<file path="config.mk">
export PLATFORM = sky130hd
export DESIGN_NAME = tlp_rxcpl_reorder
export DESIGN_NICKNAME = d
export VERILOG_FILES = /design/src/rtl/tlp_rxcpl_reorder.sv
export SDC_FILE = /design/constraint.sdc
export NUM_CORES = 1
export LEC_CHECK = 0
export BUFFER_PORTS_ARGS = -buffer_cell sky130_fd_sc_hd__buf_2
export CAP_MARGIN = 0
export CORE_ASPECT_RATIO = 0.6
export CORE_UTILIZATION = 50
export DETAILED_ROUTE_END_ITERATION = 16
export PLACE_DENSITY = 0.7
export SYNTH_ARGS = -nofsm -noshare
export SYNTH_HDL_FRONTEND = slang
export SYNTH_SLANG_ARGS = --single-unit
</file>
<file path="constraint.sdc">
create_clock -name AvlClk_i -period 4.73 [get_ports AvlClk_i]
set_input_delay 1.1825 -clock AvlClk_i [delete_from_list [all_inputs] [get_ports AvlClk_i]]
set_output_delay 1.1825 -clock AvlClk_i [all_outputs]
set_load 0.02 [all_outputs]
</file>
<file path="src/rtl/tlp_rxcpl_reorder.sv">
// In-order read-completion return engine: replays buffered completions to the TXS slave in tag-issue order.
// Latency avail->first beat 3 cycles; ready low freezes the output beat, a 2-entry skid absorbs the in-flight read.
module tlp_rxcpl_reorder #(
    parameter int TAG_W   = 4,
    parameter int DATA_W  = 128,
    parameter int SLOT_AW = 5,
    parameter int TMO_W   = 16,
    parameter int TMO_CYC = 50000
) (
    input  logic                     AvlClk_i,
    input  logic                     Rstn_i,
    input  logic                     TagIssue_i,
    input  logic                     CplReq_i,
    input  logic [TAG_W+1:0]         CplDesc_i,
    output logic [TAG_W+SLOT_AW-1:0] CplRdAddr_o,
    input  logic [DATA_W+1:0]        CplBufData_i,
    output logic [DATA_W-1:0]        TxsReadData_o,
    output logic                     TxsReadDataValid_o,
    output logic                     TxsReadErr_o,
    input  logic                     TxsReadReady_i,
    output logic                     TagRelease_o,
    output logic [TAG_W-1:0]         TagReleaseId_o,
    output logic                     UnexpCpl_o,
    output logic [TAG_W:0]           Outstanding_o
);
    localparam int NUM_TAGS = 1 << TAG_W;
    localparam int EW       = DATA_W + 2;
    localparam logic [TAG_W:0]   FULL_CNT = (TAG_W+1)'(NUM_TAGS);
    localparam logic [TMO_W-1:0] TMO_MAX  = TMO_W'(TMO_CYC - 1);

    localparam logic [1:0] ST_IDLE   = 2'd0;
    localparam logic [1:0] ST_FETCH  = 2'd1;
    localparam logic [1:0] ST_STREAM = 2'd2;
    localparam logic [1:0] ST_TMO    = 2'd3;

    logic [1:0]          state_q, state_d;
    logic [TAG_W-1:0]    issue_ptr_q, issue_ptr_d;
    logic [TAG_W-1:0]    hol_q, hol_d;
    logic [NUM_TAGS-1:0] outst_q, outst_d;
    logic [NUM_TAGS-1:0] avail_q, avail_d;
    logic [NUM_TAGS-1:0] last_q, last_d;
    logic [TAG_W:0]      out_cnt_q, out_cnt_d;
    logic                cplreq_q, cplreq_d;
    logic [SLOT_AW-1:0]  beat_addr_q, beat_addr_d;
    logic [TMO_W-1:0]    tmo_q, tmo_d;
    logic                rd_vld_q, rd_vld_d;
    logic                eop_seen_q, eop_seen_d;
    logic [1:0]          cnt_q, cnt_d;
    logic                rel_q, rel_d;
    logic [TAG_W-1:0]    rel_id_q, rel_id_d;
    logic                unexp_q, unexp_d;
    // entry layout: {err, eop, data}; entry 0 is the beat presented to the sink
    logic [EW-1:0]       ent_q [0:2];
    logic [EW-1:0]       ent_d [0:2];

    logic                rise, pop, done, retire, issue_ok, in_eop, space, rd_issue, push, tmo_clr;
    logic [TAG_W-1:0]    cpl_tag;
    logic [1:0]          wr_idx;
    logic [EW-1:0]       push_ent;
    logic                unused_rsvd;

    assign unused_rsvd = CplBufData_i[DATA_W];
    assign cpl_tag  = CplDesc_i[TAG_W-1:0];
    assign rise     = CplReq_i & ~cplreq_q & CplDesc_i[TAG_W];
    assign pop      = (cnt_q != 2'd0) & TxsReadReady_i;
    assign done     = pop & ent_q[0][DATA_W];
    assign retire   = done & ((state_q == ST_TMO) | last_q[hol_q]);
    assign issue_ok = TagIssue_i & (out_cnt_q != FULL_CNT);
    assign in_eop   = rd_vld_q & CplBufData_i[DATA_W+1];
    // a new read may only go out if its data is guaranteed a slot even if the sink stalls
    assign space    = ({1'b0, cnt_q} + {2'b0, rd_vld_q} + 3'd1) <= (3'd3 + {2'b0, pop});
    assign wr_idx   = cnt_q - {1'b0, pop};
    assign tmo_clr  = pop | retire | (rise & (cpl_tag == hol_q));

    always_comb begin
        state_d     = state_q;
        issue_ptr_d = issue_ptr_q;
        hol_d       = hol_q;
        outst_d     = outst_q;
        avail_d     = avail_q;
        last_d      = last_q;
        out_cnt_d   = out_cnt_q;
        cplreq_d    = CplReq_i;
        beat_addr_d = beat_addr_q;
        tmo_d       = tmo_q;
        eop_seen_d  = eop_seen_q;
        rel_d       = 1'b0;
        rel_id_d    = rel_id_q;
        unexp_d     = rise & ~outst_q[cpl_tag];
        rd_issue    = 1'b0;
        push        = 1'b0;
        push_ent    = '0;
        for (int i = 0; i < 3; i++) ent_d[i] = ent_q[i];

        if (rise & outst_q[cpl_tag]) begin
            avail_d[cpl_tag] = 1'b1;
            last_d[cpl_tag]  = CplDesc_i[TAG_W+1];
        end

        case (state_q)
            ST_IDLE: begin
                if (avail_q[hol_q]) begin
                    state_d     = ST_FETCH;
                    beat_addr_d = '0;
                    eop_seen_d  = 1'b0;
                end else if ((tmo_q == TMO_MAX) & outst_q[hol_q]) begin
                    state_d  = ST_TMO;
                    push     = 1'b1;
                    push_ent = {1'b1, 1'b1, {DATA_W{1'b0}}};
                end
            end
            ST_FETCH: begin
                rd_issue = 1'b1;
                state_d  = ST_STREAM;
            end
            ST_STREAM: begin
                rd_issue = ~eop_seen_q & ~in_eop & space;
                push     = rd_vld_q;
                push_ent = {1'b0, CplBufData_i[DATA_W+1], CplBufData_i[DATA_W-1:0]};
                if (in_eop) eop_seen_d = 1'b1;
                if (done) begin
                    avail_d[hol_q] = 1'b0;
                    state_d        = ST_IDLE;
                end
            end
            default: begin
                if (done) begin
                    avail_d[hol_q] = 1'b0;
                    state_d        = ST_IDLE;
                end
            end
        endcase

        if (rd_issue) beat_addr_d = beat_addr_q + SLOT_AW'(1);

        if (pop) begin
            ent_d[0] = ent_q[1];
            ent_d[1] = ent_q[2];
        end
        if (push) begin
            case (wr_idx)
                2'd0:    ent_d[0] = push_ent;
                2'd1:    ent_d[1] = push_ent;
                default: ent_d[2] = push_ent;
            endcase
        end
        cnt_d = cnt_q - {1'b0, pop} + {1'b0, push};

        if (retire) begin
            outst_d[hol_q] = 1'b0;
            last_d[hol_q]  = 1'b0;
            hol_d          = hol_q + TAG_W'(1);
            rel_d          = 1'b1;
            rel_id_d       = hol_q;
        end
        // applied after retire so a same-index set wins
        if (issue_ok) begin
            outst_d[issue_ptr_q] = 1'b1;
            issue_ptr_d          = issue_ptr_q + TAG_W'(1);
        end
        out_cnt_d = out_cnt_q + (TAG_W+1)'(issue_ok) - (TAG_W+1)'(retire);

        if (tmo_clr) begin
            tmo_d = '0;
        end else if (outst_q[hol_q] & (state_q == ST_IDLE) & ~avail_q[hol_q] & (tmo_q != TMO_MAX)) begin
            tmo_d = tmo_q + TMO_W'(1);
        end
    end

    always_ff @(posedge AvlClk_i or negedge Rstn_i) begin
        if (!Rstn_i) begin
            state_q     <= ST_IDLE;
            issue_ptr_q <= '0;
            hol_q       <= '0;
            outst_q     <= '0;
            avail_q     <= '0;
            last_q      <= '0;
            out_cnt_q   <= '0;
            cplreq_q    <= 1'b0;
            beat_addr_q <= '0;
            tmo_q       <= '0;
            rd_vld_q    <= 1'b0;
            eop_seen_q  <= 1'b0;
            cnt_q       <= '0;
            rel_q       <= 1'b0;
            rel_id_q    <= '0;
            unexp_q     <= 1'b0;
            ent_q       <= '{default: '0};
        end else begin
            state_q     <= state_d;
            issue_ptr_q <= issue_ptr_d;
            hol_q       <= hol_d;
            outst_q     <= outst_d;
            avail_q     <= avail_d;
            last_q      <= last_d;
            out_cnt_q   <= out_cnt_d;
            cplreq_q    <= cplreq_d;
            beat_addr_q <= beat_addr_d;
            tmo_q       <= tmo_d;
            rd_vld_q    <= rd_issue;
            eop_seen_q  <= eop_seen_d;
            cnt_q       <= cnt_d;
            rel_q       <= rel_d;
            rel_id_q    <= rel_id_d;
            unexp_q     <= unexp_d;
            ent_q       <= ent_d;
        end
    end

    assign rd_vld_d           = rd_issue;
    assign CplRdAddr_o        = {hol_q, beat_addr_q};
    assign TxsReadData_o      = ent_q[0][DATA_W-1:0];
    assign TxsReadErr_o       = ent_q[0][DATA_W+1];
    assign TxsReadDataValid_o = (cnt_q != 2'd0);
    assign TagRelease_o       = rel_q;
    assign TagReleaseId_o     = rel_id_q;
    assign UnexpCpl_o         = unexp_q;
    assign Outstanding_o      = out_cnt_q;

endmodule

</file>
## Yosys cells after proc, flatten, opt, wreduce, memory -nomap -nowiden

Cells that the tools add are included.

| cells by class | value |
|---|---|
| $add $sub $neg | 11 |
| order comparisons | 7 |
| equal/unequal tests | 11 |
| multiplexer cells | 47 |
| bitwise logic cells | 31 |
| reduce and logical (&&, ||, !) cells | 17 |

Operators by type and width:

| kind | count |
|---|---|
| two-way mux 130 bit | 5 |
| two-way mux 390 bit | 1 |
| two-way mux 260 bit | 1 |
| case mux 130 bit (2 select lines) | 1 |
| two-way mux 16 bit | 9 |
| bitwise AND 16 bit | 3 |
| OR 16 bit | 2 |
| adder 16 x 1 -> 16 bit (second input constant) | 1 |
| bitwise AND 1 bit | 16 |
| binary-select mux 1 bit (select 4 bit) | 4 |
| bitwise mux 16 bit | 1 |
| equality test 16 bit (second input constant) | 1 |
| inequality test 16 bit (second input constant) | 1 |
| NOT 16 bit | 1 |
| < comparator 4 x 5 -> 1 bit (second input constant) | 3 |
| two-way mux 5 bit | 3 |
| demux 1 bit (select 4 bit) | 3 |
| >= comparator 4 x 1 -> 1 bit (second input constant) | 3 |
| two-way mux 1 bit | 12 |
| nonzero test 2 bit | 5 |
| adder 4 x 1 -> 4 bit (second input constant) | 2 |
| two-way mux 2 bit | 3 |
| NOT 1 bit | 6 |
| case mux 1 bit (2 select lines) | 3 |
| 24 further kinds | 34 |

| word-level totals | value |
|---|---|
| flip-flop bits (word level) | 485 |
| bits of input ports | 141 |
| output and inout bits | 150 |
| logic and storage cells | 143 |

## Logic depth before layout (Yosys ltp)

Gate-level depths: netlist of the first run.

| depth | value |
|---|---|
| word-level depth | 9 |
| mapped depth | 16 |
| depth with buffers taken out | 13 |

## Worst setup path after synthesis of the first run

OpenSTA, ideal clock, no wires.

| timing | value |
|---|---|
| kind | input -> register |
| start point | input TxsReadReady_i |
| end point | register beat_addr_q[0] |
| setup time | 66 ps |
| arrival | 3645 ps |
| data required time | 4664 ps |
| slack | 1019 ps |
| cell stages on the path | 10 |
| buffers on the path | 2 |
| cell sequence | o21ai_1 -> clkbuf_1 -> clkbuf_1 -> ha_1 -> nor2_1 -> a21o_1 -> a211oi_1 -> o21ai_0 -> a21boi_0 -> mux2_2 |

| on the way | value |
|---|---|
| word-level cells in the longest chain between the ends | 7 |

RTL lines:

| item | line | text |
|---|---|---|
| start, declared | 20 | `input logic TxsReadReady_i,` |
| bitwise AND 1 bit (*) | 65 | `assign pop = (cnt_q != 2'd0) & TxsReadReady_i;` |
| adder 2 x 1 -> 3 bit (*) | 71 | `assign space = ({1'b0, cnt_q} + {2'b0, rd_vld_q} + 3'd1) <= (3'd3 + {2'b0, pop});` |
| <= comparator 3 bit (*) | 71 |  |
| bitwise AND 1 bit (*) | 117 | `rd_issue = ~eop_seen_q & ~in_eop & space;` |
| case mux 1 bit (2 select lines) (*) | 100 | `case (state_q)` |
| nonzero test 2 bit (no line) | n/a |  |
| AND reduction 2 bit (no line) | n/a |  |
| end signal, assigned | 198 | `beat_addr_q <= beat_addr_d;` |
| end, declared | 44 | `logic [SLOT_AW-1:0] beat_addr_q, beat_addr_d;` |

Mark *: on every way between the ends. The rest lies on a longest branch, timed or not.
A chain may end at the register's enable or synchronous reset.

==> results of run 1 <==
[state kept, by name, indices dropped and copies added (netlist names), 2 cells and up]
name	flops
avail_q	16
last_q	16
outst_q	16
TxsReadData_o	128
tmo_q	16
hol_q	4
ent_q	261
Outstanding_o	5
issue_ptr_q	4
cnt_q	2
state_q	2
TagReleaseId_o	4
beat_addr_q	5
[cells in the mapped netlist, types with 13 or more instances]
master | count | area, um2
nand2_1 | 170 | 638.1
mux2i_1 | 550 | 5505
buf_4 | 132 | 991.0
buf_2 | 34 | 170.2
a31oi_1 | 18 | 112.6
o2bb2ai_1 | 130 | 1139
inv_1 | 24 | 90.09
ha_1 | 25 | 312.8
o21ai_0 | 13 | 65.06
xnor2_1 | 22 | 192.7
clkbuf_1 | 58 | 217.7
dfrtp_1 | 485 | 12140
nor2_1 | 32 | 120.1
a21oi_1 | 15 | 75.07
buf_6 | 26 | 292.8
a22o_1 | 14 | 122.6
nand3_1 | 27 | 135.1
[cell type report]
| type | instances | area share (%) |
|---|---|---|
| Sequential cell | 485 | 46.34 |
| Multi-Input combinational cell | 1146 | 37.15 |
| Timing Repair Buffer | 321 | 7.099 |
| Clock buffer | 68 | 5.184 |
| Tap cell | 630 | 3.010 |
| Clock inverter | 18 | 0.7692 |
| Inverter | 24 | 0.3727 |
| Antenna cell | 8 | 0.07644 |
[routing by layer]
metal | up-vias | wire, um | global-route usage [%]
met2 | 383 | 24550 | 34.91
met3 | 86 | 3381 | 5.519
met5 | - | 40 | 0
li1 | 7008 | - | -
met1 | 7775 | 26180 | 32.76
met4 | 6 | 1148 | 5.899
[power by group through the flow]
stage	Combinational [mW]	Clock [mW]	Sequential, mW
after CTS	6.61	3.93	6.93
after global routing	7.15	4.08	7.16
final	6.57	3.82	6.94
after global placement	6.37	0	6.88
after detailed placement	6.60	0	6.96
after floorplan	5.50	0	6.68
[metrics by stage]
stage	total power, mW	cells
finish	17.32	2700
global route	18.38	2697
CTS	17.47	2692
detailed placement	13.56	2606
global placement	13.25	2606
floorplan	12.19	1911
[worst max-delay path: stages, from the launching register on]
cell,delay (ns)
dfrtp_1,0.93
mux4_1,0.71
or2_2,0.34
nand4_4,0.21
nand2_2,0.20
a31oi_4,0.30
buf_4,0.58
mux2i_1,0.28
[logic make-up after synthesis]
kind of cell	after synthesis
multiplexers	569
flip-flops	485
AND/OR/NAND/NOR	285
buffers and inverters	280
AO/OA/AOI/OAI	241
adder cells (fa/ha/maj)	26
XOR/XNOR	25
[worst paths after layout]
| check | to | cells past startpoint |
|---|---|---|
| min in group asynchronous | TxsReadData_o[40] | 1 |
| setup reg to reg | ent_q[251] | 7 |
| max in group asynchronous | ent_q[142] | 2 |
| hold / removal | ent_q[122] | 1 |
| setup / recovery | ent_q[251] | 7 |
| hold reg to reg | ent_q[122] | 1 |
==> out/qor.csv, run 1 <==
metric,value,unit
post-synthesis sequential area ratio,51.46,%
power share of the combinational group,37.9,%
Initial DRC Count,1043,
die height,170.2,um
Nets,2192,
initial antenna violation count,11,
Initial Util,50.83,%
f_max,272.0,MHz
WP data required,5.20,ns
worst clock skew,0.01594,ns
H-tree depth,2,
FF-to-FF Start,hol_q[1],
final core occ,56.44,%
IO Count,291,
CTS root buffer,clkbuf_16,
Max Root-Sink Buffers,3,
fraction of registers with async set/reset,100.0,%
DP Area,0.02461,mm2
area occupied by multi-input gates,0.009728,mm2
post-synthesis cell type count,59,
Clock Sinks,485,
vias in the first global route,15890,
sequential share of power,40.0,%
mux share of post-synthesis cell area,24.90,%
max-slew violation count,0,
die area,0.04807,mm2
Fill cells,3890,
Layout area overhead,11.04,%
Num CTS Buffers,47,
Synth Area in Adders,1.411,%
slew margin rel.,32.46,%
drt total wl,55.31,mm
Final Hold Fails,0,
worst-path maximum fanout,32,
first-pass GRT wire length,87.82,mm
synth warn,0,
final setup vio count,0,
Via Count,15260,
"Top FF cell, synth",dfrtp_1,
Hold Path Origin,ent_q[122],
count of buffers from port buffering,289,
Setup Crit Path Kind,reg2reg,
CTS tree,yes,
"commonest non-fill, non-tap cells in the layout","mux2i_1 (550), dfrtp_1 (485), buf_2 (288)",
CP Data Arrival Time,4.14,ns
#FFs+latches synth,485,
core area,0.04640,mm2
post-synthesis compound-gate area fraction,8.255,%
"worst slack, placed",0.5842,ns
total of max-cap violations,0,
Synthesized Nets,2078,
Die X,282.4,um
Post-Syn Area,0.02359,mm2
Sw Share,37.76,%
flop2flop setup slack,1.05,ns
"EDFF count, synth",0,
RSZ-0062 raised after global routing,no,
grt total ovfl,0,
All-Layer GR Usage,22.91,%
Critical Path Sink Type,register,
Reg area,0.01214,mm2
cts hold-fix bufs,0,
"Reg clk slew, reported paths",0.06,ns
largest family of logic cells by synthesized area,multiplexers,
detail-routed via count per cell,5.651,
setup TNS,0,ns
switching power,6.541,mW
min Tclk post-route,3.676,ns
share of layout cells above drive strength 1,20.81,%
P_int,10.78,mW
final hold slack,0.4856,ns
postcts setup bufs,0,
Setup crit start kind,register,
Final HPWL DP,34.33,mm
Tcrit/Tclk final,77.72,%
Gate Count Post-Synth,1911,
simple-gate area share of the yosys netlist,5.411,%
post-synthesis xor/xnor area fraction,0.9284,%
peak supply drop,0.5006,mV
syn_area_per_cell,12.34,um2
outcome,"finished, final reports clean",
row count,61,
worst-margin pin slew,1.013,ns
Skew-Pair Late Insertion Delay,0.56,ns
P per Cell Area,661.4,mW/mm2
worst hold path type,reg2reg,
Final GP Congestion,0.9232,
drt first pass iters,5,
Leakage Power,13.96,nW
final worst slack,1.054,ns
drt drc,0,
"commonest non-fill, non-tap cell in the layout",mux2i_1,
clock share of power,22.0,%
Final ANT Viol Nets,0,
fin area,0.02619,mm2
worst setup path start,hol_q[1],
Resize count post-CTS,0,
largest net degree at the start of global routing,118,
Avg WL per Cell,20.48,um
No activity file was read; power rests on OpenSTA's default activity.
==> run 2, diff against run 1 <==
==> constraint.sdc (replaced) <==
create_clock -name AvlClk_i -period 3.7 [get_ports AvlClk_i]
set_input_delay 0.925 -clock AvlClk_i [delete_from_list [all_inputs] [get_ports AvlClk_i]]
set_output_delay 0.925 -clock AvlClk_i [all_outputs]
set_load 0.02 [all_outputs]
==> run 2 against run 1 <==
  * Critical path depth grew 1
  * Largest power group unchanged
  * Global-route usage rose by 0.12 points
  * Sequential power up 27%
  * Maximum frequency up 13%
  * Critical path type unchanged
  * Cell count increased by 0.59%
  * Clock power rose by 25%
  * Final area increased by 0.80%
  * Die area unchanged
  * Largest cell class unchanged
  * Utilization rose by 0.45 points
  * Non-clock buffer count grew 23
  * Routed wire length hardly changed
==> out/qor.csv, run 2 (synthesis gave the netlist of run 1 again) <==
metric,value,unit
grt total ovfl,0,
core area,0.04640,mm2
first-pass GRT wire length,88.17,mm
drt total wl,55.31,mm
P_int,13.76,mW
CP Data Arrival Time,3.72,ns
WP data required,4.17,ns
worst hold path type,in2async,
Crit path top cell by count,buf_4,
"commonest non-fill, non-tap cell in the layout",mux2i_1,
P per Cell Area,837.6,mW/mm2
worst-margin pin slew,1.076,ns
Via Count,15350,
total of max-cap violations,0,
Top reg by flops,ent_q,
Nets,2215,
worst clock skew,0.03425,ns
Final ANT Viol Nets,0,
count of buffers from port buffering,289,
Resize count post-CTS,0,
detail-routed via count per cell,5.651,
share of layout cells above drive strength 1,21.76,%
Final HPWL DP,35.85,mm
row count,61,
Avg WL per Cell,20.37,um
Fill cells,3877,
CTS tree,yes,
DP Area,0.02487,mm2
Critical-path top delay cell,mux4_2,
"Reg clk slew, reported paths",0.06,ns
Initial Util,50.83,%
crit-path cells,buf_4 -> inv_1 -> mux4_2 -> nand4_4 -> nand2_2 -> a31oi_4 -> buf_4 -> o2bb2ai_1,
largest net degree at the start of global routing,103,
Sw Share,37.76,%
Setup crit start kind,register,
Worst Path Buf+Inv,3,
Initial DRC Count,1104,
Final Hold Fails,0,
IO Count,291,
Largest register FFs,261,
sequential share of power,39.8,%
Num CTS Buffers,47,
"worst slack, placed",0.4970,ns
power share of the combinational group,38.6,%
RSZ-0062 raised after global routing,no,
Clock Sinks,485,
Critical Path Sink Type,register,
clock share of power,21.6,%
Tcrit/Tclk final,87.71,%
f_max,308.1,MHz
All-Layer GR Usage,23.03,%
die height,170.2,um
crit-path max cell delay,0.63,ns
max-slew violation count,0,
final worst slack,0.4546,ns
peak supply drop,0.4746,mV
final setup vio count,0,
setup TNS,0,ns
Top Family by Delay on Critical Path,buffers and inverters,
Skew-Pair Late Insertion Delay,0.57,ns
Final GP Congestion,0.8646,
Leakage Power,14.10,nW
drt drc,0,
CTS root buffer,clkbuf_16,
worst-path maximum fanout,13,
"commonest non-fill, non-tap cells in the layout","mux2i_1 (550), dfrtp_1 (485), buf_2 (288)",
cts hold-fix bufs,0,
slew margin rel.,28.24,%
postcts setup bufs,0,
drt first pass iters,6,
Layout area overhead,11.93,%
Max Root-Sink Buffers,3,
initial antenna violation count,5,
Die X,282.4,um
outcome,"finished, final reports clean",
H-tree depth,2,
die area,0.04807,mm2
fin area,0.02640,mm2
min Tclk post-route,3.245,ns
Setup Crit Path Kind,reg2reg,
switching power,8.349,mW
vias in the first global route,16030,
## run 2: path summary, 6_finish.rpt
check                           from                 to  slack (ns)  cells past startpoint
min in group AvlClk_i      ent_q[24]          ent_q[24]        0.49                      1
hold / removal                Rstn_i  TxsReadData_o[41]        0.35                      1
setup / recovery            hol_q[0]           ent_q[4]        0.45                      8
setup reg to reg            hol_q[0]           ent_q[4]        0.45                      8
hold reg to reg            ent_q[24]          ent_q[24]        0.49                      1
max in group asynchronous     Rstn_i          ent_q[43]        2.29                      3
## run 2: layout make-up
class | count | area [um2] | share of cell area, %
antenna | 4 | 10.01 | 0.03792
clock buffer | 67 | 1384 | 5.242
clock inverter | 16 | 133.9 | 0.5072
inverter | 24 | 97.59 | 0.3697
multi-input combinational | 1146 | 9728 | 36.85
sequential | 485 | 12140 | 45.98
tap | 630 | 788.3 | 2.986
timing repair buffer | 344 | 2120 | 8.029
## run 2: metrics by stage
stage	hold slack, ns	util [%]	cells	total power [mW]
floorplan	0.4559	-	1911	15.58
global placement	0.4700	53.59	2629	17.01
detailed placement	0.4734	53.59	2629	17.42
CTS	0.3405	56.86	2712	22.27
global route	0.3738	56.87	2713	23.47
finish	0.3476	56.89	2716	22.11
## run 2: routing by layer
layer	vias up	part of all wire, %	GRT usage [%]
met1	7872	47	33.50
met3	66	6.4	5.121
met2	366	45	35.53
met5	-	0.024	0
met4	2	1.3	4.207
li1	7041	-	-
## run 2: power by group through the flow
| stage | registers (mW) | logic [mW] | clock network (mW) |
|---|---|---|---|
| after floorplan | 8.55 | 7.03 | 0 |
| after global placement | 8.75 | 8.26 | 0 |
| after detailed placement | 8.85 | 8.57 | 0 |
| after CTS | 8.80 | 8.57 | 4.90 |
| after global routing | 9.09 | 9.29 | 5.09 |
| final | 8.81 | 8.53 | 4.77 |
## run 2: worst reg2reg max path, delay by kind of cell, from the launching register on
family / cells / cell delay (ns)
and+or+nand+nor: 2 / 0.39
DFF: 1 / 0.53
buffers and inverters: 3 / 0.89
muxes: 1 / 0.63
AOI/OAI and AO/OA: 2 / 0.72
